File: config.mk
export PLATFORM = sky130hd
export DESIGN_NAME = alu_seq
export DESIGN_NICKNAME = d
export VERILOG_FILES = /design/src/rtl/alu_seq.sv
export SDC_FILE = /design/constraint.sdc
export NUM_CORES = 1
export LEC_CHECK = 0
export CORE_ASPECT_RATIO = 1.75
export CORE_MARGIN = 1.5
export CORE_UTILIZATION = 50
export CTS_BUF_LIST = sky130_fd_sc_hd__clkbuf_2
export DETAILED_ROUTE_END_ITERATION = 6
export GPL_ROUTABILITY_DRIVEN = 0
export GPL_TIMING_DRIVEN = 1
export PLACE_DENSITY_LB_ADDON = 0.2
export SYNTH_ARGS = -nofsm -noshare
export SYNTH_HDL_FRONTEND = slang
export SYNTH_SLANG_ARGS = --single-unit
export TNS_END_PERCENT = 50
File: constraint.sdc
create_clock -name clk -period 3.54 [get_ports clk]
set_clock_uncertainty 0.2 [all_clocks]
set_input_delay 0.531 -clock clk [delete_from_list [all_inputs] [get_ports clk]]
set_output_delay 0.531 -clock clk [all_outputs]
set_load 0.005 [all_outputs]
File: src/rtl/alu_seq.sv
// alu_seq: handshaked ALU, registered result and C/V/Z flags, multi-cycle shifts.
// `define ALU_MUL_EN adds a W-cycle shift-add multiplier on opcode 10.
module alu_seq #(
  parameter int W = 8
) (
  input  logic         clk,
  input  logic         reset,
  input  logic         in_valid,
  output logic         in_ready,
  input  logic [3:0]   op,
  input  logic [W-1:0] a,
  input  logic [W-1:0] b,
  output logic         out_valid,
  input  logic         out_ready,
  output logic [W-1:0] result,
  output logic [W-1:0] result_hi,
  output logic         flag_c,
  output logic         flag_v,
  output logic         flag_z,
  output logic         illegal,
  output logic         busy
);
  localparam int SHW = $clog2(W);

  typedef enum logic [1:0] {IDLE, BUSY, DONE} state_t;
  state_t state, state_n;

  logic           take, multi, mulop, last, ismul;
  logic [3:0]     opr;
  logic [W-1:0]   wk, wk_n;
  logic           shc;
  logic [SHW:0]   cnt;
  logic [SHW-1:0] shamt;
  logic [W-1:0]   r1, mulr, mulh;
  logic           c1, v1, z1, il1;
  logic [W:0]     sum, dif;

  assign shamt     = b[SHW-1:0];
  assign in_ready  = (state == IDLE) |
                     ((state == DONE) & out_ready);
  assign take      = in_valid & in_ready;
  assign out_valid = (state == DONE);
  assign busy      = (state == BUSY);
  assign last      = (cnt == (SHW+1)'(1));

`ifdef ALU_MUL_EN
  logic [2*W-1:0] prod, prod_n;
  logic [W:0]     psum;
  logic [W-1:0]   rhi;

  assign mulop = (op == 4'd10);
  assign ismul = (opr == 4'd10);
  // hi half accumulates, lo half shifts the multiplier out
  assign psum   = {1'b0, prod[2*W-1:W]} +
                  {1'b0, {W{prod[0]}} & wk};
  assign prod_n = {psum, prod[W-1:1]};
  assign mulr   = prod_n[W-1:0];
  assign mulh   = prod_n[2*W-1:W];
  assign result_hi = rhi;

  always_ff @(posedge clk) begin
    if (reset) begin
      prod <= '0;
      rhi  <= '0;
    end else if (take) begin
      prod <= {{W{1'b0}}, b};
      if (!multi) rhi <= '0;
    end else if (state == BUSY) begin
      prod <= prod_n;
      if (last) rhi <= ismul ? mulh : '0;
    end
  end
`else
  assign mulop     = 1'b0;
  assign ismul     = 1'b0;
  assign mulr      = '0;
  assign mulh      = '0;
  assign result_hi = '0;
`endif

  assign multi = mulop |
                 ((op == 4'd6 || op == 4'd7 ||
                   op == 4'd8) && shamt != '0);

  always_comb begin
    state_n = state;
    unique case (state)
      IDLE: if (take) state_n = multi ? BUSY : DONE;
      BUSY: if (last) state_n = DONE;
      DONE:
        if (out_ready)
          state_n = take ? (multi ? BUSY : DONE) : IDLE;
      default: state_n = IDLE;
    endcase
  end

  always_ff @(posedge clk) begin
    if (reset) state <= IDLE;
    else       state <= state_n;
  end

  always_comb begin
    r1  = '0;
    c1  = flag_c;
    v1  = flag_v;
    il1 = 1'b0;
    sum = {1'b0, a} + {1'b0, b} +
          {{W{1'b0}}, (op == 4'd2) & flag_c};
    dif = {1'b0, a} - {1'b0, b};
    unique case (op)
      4'd0: r1 = a & b;
      4'd1, 4'd2: begin
        r1 = sum[W-1:0];
        c1 = sum[W];
        v1 = (a[W-1] == b[W-1]) &
             (sum[W-1] != a[W-1]);
      end
      4'd3: begin
        r1 = dif[W-1:0];
        c1 = dif[W];
        v1 = (a[W-1] != b[W-1]) &
             (dif[W-1] != a[W-1]);
      end
      4'd4: r1 = a ^ b;
      4'd5: r1 = b;
      4'd6, 4'd7, 4'd8: r1 = a;
      4'd9: r1 = (a > b) ? W'(1) : '0;
      4'd11: begin
        c1 = 1'b0;
        v1 = 1'b0;
      end
      default: il1 = 1'b1;
    endcase
    if (il1)             z1 = flag_z;
    else if (op == 4'd11) z1 = 1'b0;
    else                 z1 = (r1 == '0);
  end

  always_comb begin
    wk_n = wk;
    shc  = 1'b0;
    unique case (opr)
      4'd6:    {shc, wk_n} = {wk, 1'b0};
      4'd7:    {wk_n, shc} = {1'b0, wk};
      default: {wk_n, shc} = {wk[W-1], wk};
    endcase
  end

  always_ff @(posedge clk) begin
    if (reset) begin
      opr     <= '0;
      wk      <= '0;
      cnt     <= '0;
      result  <= '0;
      flag_c  <= 1'b0;
      flag_v  <= 1'b0;
      flag_z  <= 1'b0;
      illegal <= 1'b0;
    end else if (take) begin
      opr <= op;
      wk  <= a;
      cnt <= mulop ? (SHW+1)'(W) : {1'b0, shamt};
      if (!multi) begin
        result  <= r1;
        flag_c  <= c1;
        flag_v  <= v1;
        flag_z  <= z1;
        illegal <= il1;
      end
    end else if (state == BUSY) begin
      cnt <= cnt - 1'b1;
      if (!ismul) wk <= wk_n;
      if (last) begin
        illegal <= 1'b0;
        if (ismul) begin
          result <= mulr;
          flag_c <= |mulh;
          flag_v <= 1'b0;
          flag_z <= (mulr == '0);
        end else begin
          result <= wk_n;
          flag_c <= shc;
          flag_z <= (wk_n == '0);
        end
      end
    end
  end
endmodule
### Word-level counts from Yosys, hierarchy flattened

Cells that the tools add are included.

* add/sub/neg operators: 4
* magnitude comparators: 1
* eq/ne operators: 25
* muxes and demuxes: 35
* bitwise gates (word level): 9
* reduce and logical (&&, ||, !) cells: 20

Operators by type and width (number)
* 8-bit one-hot mux with 7 select lines: 1
* 8-bit 2-to-1 mux: 6
* 4-bit by 3-bit == test with 1-bit output (second input constant): 6
* 1-bit 2-to-1 mux: 17
* 8-bit logical NOT: 2
* 8-bit one-hot mux with 2 select lines: 1
* 4-bit == test (second input constant): 3
* 11-bit OR reduction: 1
* 2-bit 2-to-1 mux: 5
* 8-bit by 8-bit adder with 9-bit output: 1
* 9-bit by 1-bit adder with 9-bit output: 1
* 3-bit AND reduction: 3
* 8-bit by 8-bit subtractor with 9-bit output: 1
* 8-bit AND: 1
* 4-bit by 1-bit == test with 1-bit output (second input constant): 2
* 4-bit by 2-bit == test with 1-bit output (second input constant): 2
* 8-bit > comparator: 1
* 4-bit AND reduction: 2
* 8-bit bitwise XOR: 1
* 3-bit 2-to-1 mux: 2
* 2-bit != test (second input constant): 3
* 1-bit one-hot mux with 3 select lines: 2
* 2-bit one-hot mux with 3 select lines: 1
* 3-bit nonzero test: 2
* 17 further kinds: 27

* flip-flop bits (word level): 30
* output and inout bits: 23

### Depth between registers and ports, before layout

* depth after elaboration: 9
* depth in mapped cells: 13
* mapped depth without buffers: 11

### Least setup slack after synthesis

No wires, ideal clock.

* path type: input -> register
* start: in op[1]
* end: reg result[6]
* library setup time: 132 ps
* data arrival time: 3103 ps
* slack: 106 ps
* stages on the path: 13
* buffers on the path: 2
* path through: buf_6 -> clkbuf_1 -> nor2b_1 -> nand3_1 -> fa_1 -> fa_1 -> o21bai_1 -> nand2_1 -> and4b_1 -> a2111oi_0 -> o21ai_0 -> a211oi_1 -> nor3_1

* cells in the longest elaborated chain, start to end: 6
* elaborated cells on any way between the ends: 22

Ends and longest elaborated chain
* from (decl): line 10 `input logic [3:0] op,`
* 4-bit by 2-bit == test with 1-bit output / 4-bit by 3-bit == test with 1-bit output (equally long branches): line 108, 110, 82
* 1-bit AND / 1-bit logical OR (equally long branches): line 108, 82
* 9-bit by 1-bit adder with 9-bit output / 1-bit logical OR (equally long branches): line 107, 82
* 8-bit one-hot mux with 7 select lines / 1-bit logical AND (equally long branches): line 110, 83
* 8-bit 2-to-1 mux / 2-bit != test (equally long branches)
* 8-bit 2-to-1 mux / 3-bit AND reduction (equally long branches)
* to (signal assigned): line 164 `result <= r1;`
* to (signal assigned): line 176 `result <= mulr;`
* to (signal assigned): line 181 `result <= wk_n;`
* to (decl): line 15 `output logic [W-1:0] result,`

Parallel ways exist; a longest one is shown, timed or not. The select of a mux whose other input is x is not followed.
A chain may end at the register's enable or synchronous reset.

### Worst setup path in the final report

Same ends and word-level chain as after synthesis.

==> results.toml <==
[clocking]
cts_made_buffers = 5
clockBufferDepth = 2
clk_latency_ps = 390
cts_tree = "yes"
clkTransAtPathRegs_ps = 170
clock_sinks = 30
hold_buffers = 0
htree_levels = 2
cts_setup_buffers = 0
cts_root_buf = "clkbuf_2"
cts_resized = 0

[final_layout]
mostFrequentLayoutCells = "nor2_1 (48), clkdlybuf4s50_1 (38), buf_4 (34), nand2_1 (32)"
multi_input_area_um2 = 2010
syn_to_final_growth_pct = 24.3
final_common_cell = "nor2_1"
fin_util = 0.639
final_layout_size_suffix_gt1_frac = 0.113
n_fill_cell = 523
n_antenna_cell = 0
num-nets-final = 485
seqCellArea_um2 = 601

[synthesis]
syn_inst = 384
synthTopCellsByArea = "dfxtp_1 (21%), ha_1 (8.0%), nor2_1 (6.4%), a21oi_1 (5.3%), nand2_1 (4.2%)"
synth_area_leader_cell = "dfxtp_1"
avgSynthCellArea_um2 = 7.36
synth-seq-area-share = 0.212
async_flop_share = 0
synth_flop_cell = "dfxtp_1"
synth-edff-count = 0
netlist_area_um2 = 2830
netlist.area_leader.share = 0.212
ys.warnings.count = 0
synth.ff_latch_count = 30
synth.distinct_cells = 63

[route]
routedWlPerCell_um = 16.6
routed_wl_um = 8580
drtIter0Drc = 213
vias = 3160
postRouteAntennaNets = 0
drtPass1Iterations = 5
drc = 0
viasPerCell = 6.11

[placed_design]
post-dp-hpwl_um = 6680
portBuffers = 38
dp_worst_setup_slack_ps = -208

[grt]
grt_max_degree = 31
grt_pass1_wl_um = 13700
grt_pass1_vias = 2964
antenna_found_initial = 0
grt_overflow = 0
track_usage = 0.291

[setup_path]
timing.rr.end = "result[6]$_SDFFE_PP0P_"
cp.required_ps = 3640
cp-start-kind = "input pin"
r2r_slack_ps = 480
critPathCaptureType = "flip-flop"
worstPathMaxFanout = 2
r2r-start = "flag_c$_SDFFE_PP0P_"
crit_type = "in -> reg"
cp.arrival_ps = 3460
worstRegToRegCells = 10

[worst_hold_path]
hp-class = "reg -> reg"
hold_start = "result[3]$_SDFFE_PP0P_"
worstHoldEndpoint = "result[3]$_SDFFE_PP0P_"
holdPathStages = 2

[timing]
finalCritPeriodShare = 0.950
fmax_mhz = 297
max_slew_margin = 0.533
finalMaxSlewViolations = 0
tightest_slew_ps = 698
min_period_ps = 3360
setup_ws_ps = 176
hold_viol = 0
setup-violations-final = 0
rsz0062_at_grt = "false"

[floorplan]
core_um2 = 5500
die_width_um = 59.8
die_area_um2 = 6130
die_h_um = 102
rows = 36
initial_core_util = 0.514
ios = 47

[job]
drv_cap = 0

[pwr]
powerDensity_nw_per_um2 = 318
p_leak_uw = 0.00145
power_uw = 1120
ir_drop_mv = 0.147

[status]
outcome = "complete, no violations"
how the worst max path moves through the flow:
stage	from	end	slack, ps	depth (start not counted)
2_1_floorplan	op[1]	result[6]$_SDFFE_PP0P_	110	13
3_3_place_gp	op[1]	result[6]$_SDFFE_PP0P_	-150	12
3_5_place_dp	op[1]	result[6]$_SDFFE_PP0P_	-210	12
4_1_cts	op[1]	result[6]$_SDFFE_PP0P_	200	12
5_1_grt	op[1]	result[6]$_SDFFE_PP0P_	7	12
6_report	op[1]	result[6]$_SDFFE_PP0P_	180	12
per-stage QoR:
step           cells  setup TNS (ps)  hold slack (ps)  instance area, um^2
3_5_place_dp     508            -386              246                 3420
3_3_place_gp     508            -280              238                 3420
4_1_cts          516               0              264                 3500
2_1_floorplan    391               0              231                 2850
6_report         517               0              261                 3510
5_1_grt          517               0              282                 3510
registers in the layout, indices dropped and copies added, names as in the netlist:
name and cells:
opr 4, flag_v 1, wk 8, state 2, flag_c 1, illegal 1, result 8, flag_z 1
cnt 4
area by class of cell:
cell class | instances | share of cell area
clock buffers | 5 | 0.00713
clock inverters | 3 | 0.0182
inverters | 22 | 0.0235
multi-input cells | 309 | 0.572
flip-flops and latches | 30 | 0.171
well taps | 76 | 0.0271
repair buffers | 72 | 0.181
cells in the mapped netlist (all sizes together) (3+ instances only):
cell type  count
nand4          4
inv           22
nand3         10
or2            5
a31oi          3
o211ai         7
a2111oi        3
a211oi         8
fa             3
o21ai         18
nor2          49
o221ai         3
buf           16
nand2b         8
a222oi         3
a22oi          3
ha            18
a21oi         30
nor3          14
nor2b          7
nor3b          4
a22o           6
a21o           5
clkbuf        14
mux2i         10
nor4b          3
a221oi         8
nand2         32
dfxtp         30
critical path: stages:
cell	delay (ps)
clkdlybuf4s50_1	470
nor2b_1	180
nand3_1	110
fa_1	410
fa_1	410
o21bai_1	210
nand2_1	90
and4b_1	190
a2111oi_0	350
o21ai_0	180
a211oi_1	260
nor3_1	60
power breakdown:
| group | internal, uW | switching [uW] | total, uW |
|---|---|---|---|
| Clock | 188 | 129 | 317 |
| Combinational | 193 | 221 | 414 |
| Sequential | 364 | 21.9 | 386 |
| Total | 745 | 372 | 1120 |
layer usage:
layer	vias to the layer above	track usage	part of all wire
li1	1501	-	-
met1	1469	0.313	0.37
met2	149	0.531	0.52
met3	41	0.0266	0.050
met4	0	0.168	0.058
met5	-	0	0
cell families (layout without fill, tap and decap cells):
family          count (synthesis)  count (layout)  share of synthesized area
compound gates                113             113                      0.274
buf+inv                        52             102                     0.0876
mux                            10              10                     0.0354
simple gates                  153             153                      0.275
fa+ha+maj                      21              21                      0.101
other cells                     1               8                    0.00133
xor+xnor                        4               4                     0.0124
flops                          30              30                      0.212
Note: power is estimated with default switching activity, not from simulation.
